==> src/rtl/riscv_pkg.sv <==
// Shared RV32I decode definitions: opcodes, ALU operation encoding and the
// control bundle carried down the pipeline to EX, MEM and WB.
package riscv_pkg;

  localparam logic [6:0] OPC_OP     = 7'b0110011;
  localparam logic [6:0] OPC_OP_IMM = 7'b0010011;
  localparam logic [6:0] OPC_LOAD   = 7'b0000011;
  localparam logic [6:0] OPC_STORE  = 7'b0100011;
  localparam logic [6:0] OPC_BRANCH = 7'b1100011;
  localparam logic [6:0] OPC_JAL    = 7'b1101111;
  localparam logic [6:0] OPC_JALR   = 7'b1100111;
  localparam logic [6:0] OPC_LUI    = 7'b0110111;
  localparam logic [6:0] OPC_AUIPC  = 7'b0010111;

  localparam logic [3:0] ALU_ADD   = 4'd0;
  localparam logic [3:0] ALU_SUB   = 4'd1;
  localparam logic [3:0] ALU_SLL   = 4'd2;
  localparam logic [3:0] ALU_SLT   = 4'd3;
  localparam logic [3:0] ALU_SLTU  = 4'd4;
  localparam logic [3:0] ALU_XOR   = 4'd5;
  localparam logic [3:0] ALU_SRL   = 4'd6;
  localparam logic [3:0] ALU_SRA   = 4'd7;
  localparam logic [3:0] ALU_OR    = 4'd8;
  localparam logic [3:0] ALU_AND   = 4'd9;
  localparam logic [3:0] ALU_PASSB = 4'd10;

  typedef struct packed {
    logic       regWrite;
    logic       memRead;
    logic       memWrite;
    logic       branch;
    logic       jump;
    logic       aluSrc;
    logic       memToReg;
    logic [3:0] aluOp;
    logic [2:0] funct3;
  } ctrl_t;

  // instr[30] selects SUB only for register-register ops; it always selects SRA.
  function automatic logic [3:0] alu_from_funct(input logic [2:0] f3, input logic f7b5,
                                                 input logic is_reg);
    case (f3)
      3'b000:  return (is_reg && f7b5) ? ALU_SUB : ALU_ADD;
      3'b001:  return ALU_SLL;
      3'b010:  return ALU_SLT;
      3'b011:  return ALU_SLTU;
      3'b100:  return ALU_XOR;
      3'b101:  return f7b5 ? ALU_SRA : ALU_SRL;
      3'b110:  return ALU_OR;
      3'b111:  return ALU_AND;
      default: return ALU_ADD;
    endcase
  endfunction

endpackage

==> src/rtl/control_decoder.sv <==
// Combinational opcode-to-control decode, immediate generation and
// source-register usage flags for one RV32I instruction word.
module control_decoder
  import riscv_pkg::*;
(
  input  logic [31:0] instr_i,
  output ctrl_t       ctrl_o,
  output logic [31:0] imm_o,
  output logic        rs1_used_o,
  output logic        rs2_used_o
);

  logic [6:0] opc_s;
  logic [2:0] f3_s;
  assign opc_s = instr_i[6:0];
  assign f3_s  = instr_i[14:12];

  always_comb begin
    ctrl_o     = '0;
    imm_o      = 32'd0;
    rs1_used_o = 1'b0;
    rs2_used_o = 1'b0;
    case (opc_s)
      OPC_OP: begin
        ctrl_o.regWrite = 1'b1;
        ctrl_o.aluOp    = alu_from_funct(f3_s, instr_i[30], 1'b1);
        ctrl_o.funct3   = f3_s;
        rs1_used_o      = 1'b1;
        rs2_used_o      = 1'b1;
      end
      OPC_OP_IMM: begin
        ctrl_o.regWrite = 1'b1;
        ctrl_o.aluSrc   = 1'b1;
        ctrl_o.aluOp    = alu_from_funct(f3_s, instr_i[30], 1'b0);
        ctrl_o.funct3   = f3_s;
        imm_o           = {{20{instr_i[31]}}, instr_i[31:20]};
        rs1_used_o      = 1'b1;
      end
      OPC_LOAD: begin
        ctrl_o.regWrite = 1'b1;
        ctrl_o.memRead  = 1'b1;
        ctrl_o.aluSrc   = 1'b1;
        ctrl_o.memToReg = 1'b1;
        ctrl_o.aluOp    = ALU_ADD;
        ctrl_o.funct3   = f3_s;
        imm_o           = {{20{instr_i[31]}}, instr_i[31:20]};
        rs1_used_o      = 1'b1;
      end
      OPC_STORE: begin
        ctrl_o.memWrite = 1'b1;
        ctrl_o.aluSrc   = 1'b1;
        ctrl_o.aluOp    = ALU_ADD;
        ctrl_o.funct3   = f3_s;
        imm_o           = {{20{instr_i[31]}}, instr_i[31:25], instr_i[11:7]};
        rs1_used_o      = 1'b1;
        rs2_used_o      = 1'b1;
      end
      OPC_BRANCH: begin
        ctrl_o.branch = 1'b1;
        ctrl_o.aluOp  = ALU_SUB;
        ctrl_o.funct3 = f3_s;
        imm_o         = {{19{instr_i[31]}}, instr_i[31], instr_i[7], instr_i[30:25],
                         instr_i[11:8], 1'b0};
        rs1_used_o    = 1'b1;
        rs2_used_o    = 1'b1;
      end
      OPC_JAL: begin
        ctrl_o.regWrite = 1'b1;
        ctrl_o.jump     = 1'b1;
        ctrl_o.aluOp    = ALU_ADD;
        imm_o           = {{11{instr_i[31]}}, instr_i[31], instr_i[19:12], instr_i[20],
                           instr_i[30:21], 1'b0};
      end
      OPC_JALR: begin
        ctrl_o.regWrite = 1'b1;
        ctrl_o.jump     = 1'b1;
        ctrl_o.aluSrc   = 1'b1;
        ctrl_o.aluOp    = ALU_ADD;
        ctrl_o.funct3   = f3_s;
        imm_o           = {{20{instr_i[31]}}, instr_i[31:20]};
        rs1_used_o      = 1'b1;
      end
      OPC_LUI: begin
        ctrl_o.regWrite = 1'b1;
        ctrl_o.aluSrc   = 1'b1;
        ctrl_o.aluOp    = ALU_PASSB;
        imm_o           = {instr_i[31:12], 12'd0};
      end
      OPC_AUIPC: begin
        ctrl_o.regWrite = 1'b1;
        ctrl_o.aluSrc   = 1'b1;
        ctrl_o.aluOp    = ALU_ADD;
        imm_o           = {instr_i[31:12], 12'd0};
      end
      default: begin
        ctrl_o = '0;
      end
    endcase
  end

endmodule

==> src/rtl/decode_stage.sv <==
// RV32I decode stage: load-use hazard detection and the ID/EX pipeline
// register, with flush > stall > normal load priority.
module decode_stage
  import riscv_pkg::*;
(
  input  logic        clk,
  input  logic        reset,
  input  logic        ifIdValid,
  input  logic [31:0] ifIdPc,
  input  logic [31:0] ifIdInstr,
  output logic [4:0]  r1Address,
  output logic [4:0]  r2Address,
  input  logic [31:0] r1Data,
  input  logic [31:0] r2Data,
  input  logic        flush,
  output logic        stallFetch,
  output logic        idExValid,
  output logic [31:0] idExPc,
  output logic [31:0] idExRs1Data,
  output logic [31:0] idExRs2Data,
  output logic [31:0] idExImm,
  output logic [4:0]  idExRs1,
  output logic [4:0]  idExRs2,
  output logic [4:0]  idExRd,
  output ctrl_t       idExCtrl
);

  ctrl_t       dec_ctrl_s;
  logic [31:0] dec_imm_s;
  logic        rs1_used_s, rs2_used_s, hazard_s, stall_s;
  logic [4:0]  rs1_s, rs2_s, rd_s;

  logic        valid_d, valid_q;
  ctrl_t       ctrl_d, ctrl_q;
  logic [31:0] pc_d, pc_q, rs1_data_d, rs1_data_q, rs2_data_d, rs2_data_q, imm_d, imm_q;
  logic [4:0]  rs1_d, rs1_q, rs2_d, rs2_q, rd_d, rd_q;

  assign rs1_s = ifIdInstr[19:15];
  assign rs2_s = ifIdInstr[24:20];
  assign rd_s  = ifIdInstr[11:7];

  control_decoder u_dec (
    .instr_i    (ifIdInstr),
    .ctrl_o     (dec_ctrl_s),
    .imm_o      (dec_imm_s),
    .rs1_used_o (rs1_used_s),
    .rs2_used_o (rs2_used_s)
  );

  // Reset gating keeps the stall low while the pipeline is being cleared.
  assign hazard_s = valid_q && ctrl_q.memRead && (rd_q != 5'd0) &&
                    ((rs1_used_s && (rs1_s == rd_q)) || (rs2_used_s && (rs2_s == rd_q)));
  assign stall_s  = ifIdValid && hazard_s && !flush && !reset;

  // Next ID/EX contents; bubbles clear valid/ctrl and hold the data fields.
  always_comb begin
    valid_d    = 1'b0;
    ctrl_d     = '0;
    pc_d       = pc_q;
    rs1_data_d = rs1_data_q;
    rs2_data_d = rs2_data_q;
    imm_d      = imm_q;
    rs1_d      = rs1_q;
    rs2_d      = rs2_q;
    rd_d       = rd_q;
    if (flush || stall_s || !ifIdValid) begin
      valid_d = 1'b0;
    end else begin
      valid_d    = 1'b1;
      ctrl_d     = dec_ctrl_s;
      pc_d       = ifIdPc;
      rs1_data_d = r1Data;
      rs2_data_d = r2Data;
      imm_d      = dec_imm_s;
      rs1_d      = rs1_s;
      rs2_d      = rs2_s;
      rd_d       = rd_s;
    end
  end

  always_ff @(posedge clk) begin
    if (reset) begin
      valid_q    <= 1'b0;
      ctrl_q     <= '0;
      pc_q       <= 32'd0;
      rs1_data_q <= 32'd0;
      rs2_data_q <= 32'd0;
      imm_q      <= 32'd0;
      rs1_q      <= 5'd0;
      rs2_q      <= 5'd0;
      rd_q       <= 5'd0;
    end else begin
      valid_q    <= valid_d;
      ctrl_q     <= ctrl_d;
      pc_q       <= pc_d;
      rs1_data_q <= rs1_data_d;
      rs2_data_q <= rs2_data_d;
      imm_q      <= imm_d;
      rs1_q      <= rs1_d;
      rs2_q      <= rs2_d;
      rd_q       <= rd_d;
    end
  end

  assign r1Address   = rs1_s;
  assign r2Address   = rs2_s;
  assign stallFetch  = stall_s;
  assign idExValid   = valid_q;
  assign idExCtrl    = ctrl_q;
  assign idExPc      = pc_q;
  assign idExRs1Data = rs1_data_q;
  assign idExRs2Data = rs2_data_q;
  assign idExImm     = imm_q;
  assign idExRs1     = rs1_q;
  assign idExRs2     = rs2_q;
  assign idExRd      = rd_q;

endmodule

==> config.mk <==
export PLATFORM = sky130hd
export DESIGN_NAME = decode_stage
export DESIGN_NICKNAME = d
export VERILOG_FILES = /design/src/rtl/riscv_pkg.sv /design/src/rtl/control_decoder.sv /design/src/rtl/decode_stage.sv
export SDC_FILE = /design/constraint.sdc
export NUM_CORES = 1
export LEC_CHECK = 0
export ABC_AREA = 1
export BUFFER_PORTS_ARGS = -buffer_cell sky130_fd_sc_hd__buf_2
export CAP_MARGIN = 20
export CORE_UTILIZATION = 52
export DETAILED_ROUTE_END_ITERATION = 10
export GPL_TIMING_DRIVEN = 0
export PLACE_DENSITY_LB_ADDON = 0.25
export RECOVER_POWER = 50
export SYNTH_ARGS = -nofsm -noshare
export SYNTH_HDL_FRONTEND = slang
export SYNTH_SLANG_ARGS = --single-unit
==> constraint.sdc <==
create_clock -name clk -period 4.85 [get_ports clk]
set_clock_uncertainty 0.1 [all_clocks]
set_input_delay 0.2425 -clock clk [delete_from_list [all_inputs] [get_ports clk]]
set_output_delay 0.2425 -clock clk [all_outputs]
set_load 0.1 [all_outputs]
==> impl_metrics.json <==
{
  "cts_setup_buffers": 0,
  "io_pins": 301,
  "initial_core_util_pct": 53.3,
  "yosysWarnings": 0,
  "synthTopCellsByArea": "dfxtp_1, nor2_1, nand2_1, a21oi_1, nand3b_1",
  "drv_cap": 0,
  "yosysSeqAreaShare_pct": 42.5,
  "drc": 0,
  "die_width_microns": 121,
  "clkLatencyLatePin_ns": 0.42,
  "finalHoldViolCount": 0,
  "synth_top_cell_by_area": "dfxtp_1",
  "fmax_ghz": 0.372,
  "crit_required_ns": 4.51,
  "hpwlAfterDp_microns": 17000,
  "grt_max_degree": 17,
  "p_per_area_mw_per_mm2": 392,
  "synth_common_cells": "nor2_1, nand2_1, dfxtp_1",
  "cts_resized": 0,
  "finalCriticalPeriod_ns": 2.69,
  "via_per_inst": 5.21,
  "holdWs_ns": 0.0147,
  "rows": 43,
  "crit_type": "flop to output port",
  "dr.pass1.iters": 5,
  "tns_ns": 0,
  "end_kind": "output port",
  "rsz0062_at_grt": "false",
  "wl_per_cell_microns": 14.8,
  "nNetsFinal": 1500,
  "htreeDepth": 4,
  "cts_tree": "built",
  "synth_area_sq_mm": 0.00740,
  "grt_pass1_wl_microns": 35200,
  "tightest_slew_ns": 1.38,
  "drt_iter0_drc": 456,
  "synth_cell_types": 25,
  "core-area_sq_mm": 0.0139,
  "syn_area_per_cell_sq_um": 7.06,
  "cts.sinks": 157,
  "setup_viol": 0,
  "io_buffers": 300,
  "critPathArrivalTime_ns": 2.35,
  "fp.dieH_microns": 121,
  "clk_pin_slew_ns": 0.06,
  "synth-main-ff-cell": "dfxtp_1",
  "drv_slew": 0,
  "dieArea_sq_mm": 0.0147,
  "peakVddDrop_mv": 0.250,
  "ant_nets": 0,
  "gp_congestion": 0.911,
  "grt-ovfl-total": 0,
  "min_path_type": "primary input to flop",
  "area_delta_synth_final_pct": 28.6,
  "cts_buffers": 17,
  "async_reset_ff_share_pct": 0,
  "vias": 8121,
  "synth_top_area_share_pct": 42.5,
  "drive_gt1_share_pct": 16.0,
  "antenna_found_initial": 0,
  "worstPathMaxFanout": 10,
  "relSlewSlack_pct": 8.25,
  "synth_edf_count": 0,
  "status": "finished clean",
  "grt_usage_pct": 31.0,
  "ys_seq_elements": 157,
  "crit_path_start_kind": "flop",
  "clock_path_buffers": 2,
  "syn-instance-count": 1048,
  "yosysMostFrequentCell": "nor2_1",
  "p_leak_nw": 4.31,
  "p_total_mw": 3.73,
  "wirelength_microns": 23100,
  "finalCritPeriodShare_pct": 55.4,
  "syn_nets": 1180,
  "grt_pass1_vias": 7365,
  "cts-root-buf": "clkbuf_16"
}
-- cell usage in the layout (no fill, tap or decap), types with 2 or more instances in the layout --
cell	Yosys	final
nand2_1	206	206
nor3_1	3	3
clkinvlp_4	0	3
buf_1	6	6
buf_6	12	12
xor2_1	6	6
clkbuf_8	0	4
nand2_2	2	2
nor2_1	208	208
clkbuf_16	0	17
inv_1	41	41
inv_2	5	5
nand3b_1	98	98
xnor2_1	3	3
a21oi_1	148	148
nand3_2	3	3
dfxtp_1	157	157
bufinv_16	0	2
o21ai_0	8	8
buf_2	18	155
nand3_1	63	63
buf_4	13	13
clkbuf_1	41	208
nor2_2	2	2
-- metrics by stage --
| step | cells | utilization [%] | worst slack, ns | area [sq um] |
|---|---|---|---|---|
| after global placement | 1528 | 65.7 | 2.52 | 9120 |
| after detailed placement | 1528 | 65.7 | 2.46 | 9120 |
| after floorplan | 1048 | - | 2.03 | 7400 |
| after CTS | 1559 | 70.0 | 2.17 | 9710 |
| after global routing | 1559 | 68.5 | 2.06 | 9510 |
| final | 1560 | 68.5 | 2.16 | 9510 |
-- area by class of cell --
class	count	area (sq um)
buffer	90	499
antenna	1	2.50
fill	1340	4370
multi-input combinational	755	3580
tap	180	225
sequential	157	3140
timing repair buffer	301	1310
inverter	46	173
clock buffer	25	495
clock inverter	5	82.6
-- power by group --
part           switching [mW]  internal, mW  total (mW)
Sequential             0.0434          1.37        1.41
Combinational           0.814         0.183       0.997
Clock                   0.514         0.807        1.32
-- worst max-delay path, stage by stage, from the launching register on --
cell	delay [ns]
dfxtp_1	0.46
xnor2_1	0.15
nand2_1	0.06
nor2_1	0.08
nand3_1	0.06
nand2_1	0.13
nand2_4	0.10
buf_4	0.20
buf_2	0.19
inv_1	0.06
buf_2	0.41
-- registers in the layout (all words and copies together), names as in the netlist --
signal       cells
idExCtrl        13
idExImm         32
idExPc          32
idExRd           5
idExRs1          5
idExRs1Data     32
idExRs2          5
idExRs2Data     32
idExValid        1
-- per-layer routing --
| layer | vias up | wire length, microns | global-route usage (%) |
|---|---|---|---|
| li1 | 4022 | - | - |
| met1 | 3677 | 9140 | 35.5 |
| met2 | 355 | 11100 | 52.4 |
| met3 | 67 | 2040 | 9.40 |
| met4 | 0 | 829 | 15.0 |
| met5 | - | 0 | 0 |
-- repair_timing --
item / CTS / global route
hold buffers: 1 / 0
endpoints found under the setup margin: 0 / 0
endpoints found under the hold margin: 1 / 0
-- worst paths after layout --
kind,to,startpoint,slack (ns),cells after the start
worst max-delay path,stallFetch,idExRd[0]$_SDFFE_PP0N_,2.16,10
worst min-delay path,idExPc[4]$_SDFFE_PP0N_,ifIdPc[4],0.01,4
worst max register to register,idExRs1Data[8]$_SDFFE_PP0N_,idExRd[0]$_SDFFE_PP0N_,2.92,10
worst min register to register,idExRs2Data[10]$_SDFFE_PP0N_,idExRs2Data[10]$_SDFFE_PP0N_,0.38,2
-- logic make-up after synthesis --
family / synth area share (%)
AOI/OAI and AO/OA: 10.9
xor gates and xnor gates: 1.07
buffers and inverters: 9.08
DFF: 42.5
and+or+nand+nor: 36.5
No activity file was read; power rests on OpenSTA's default activity.
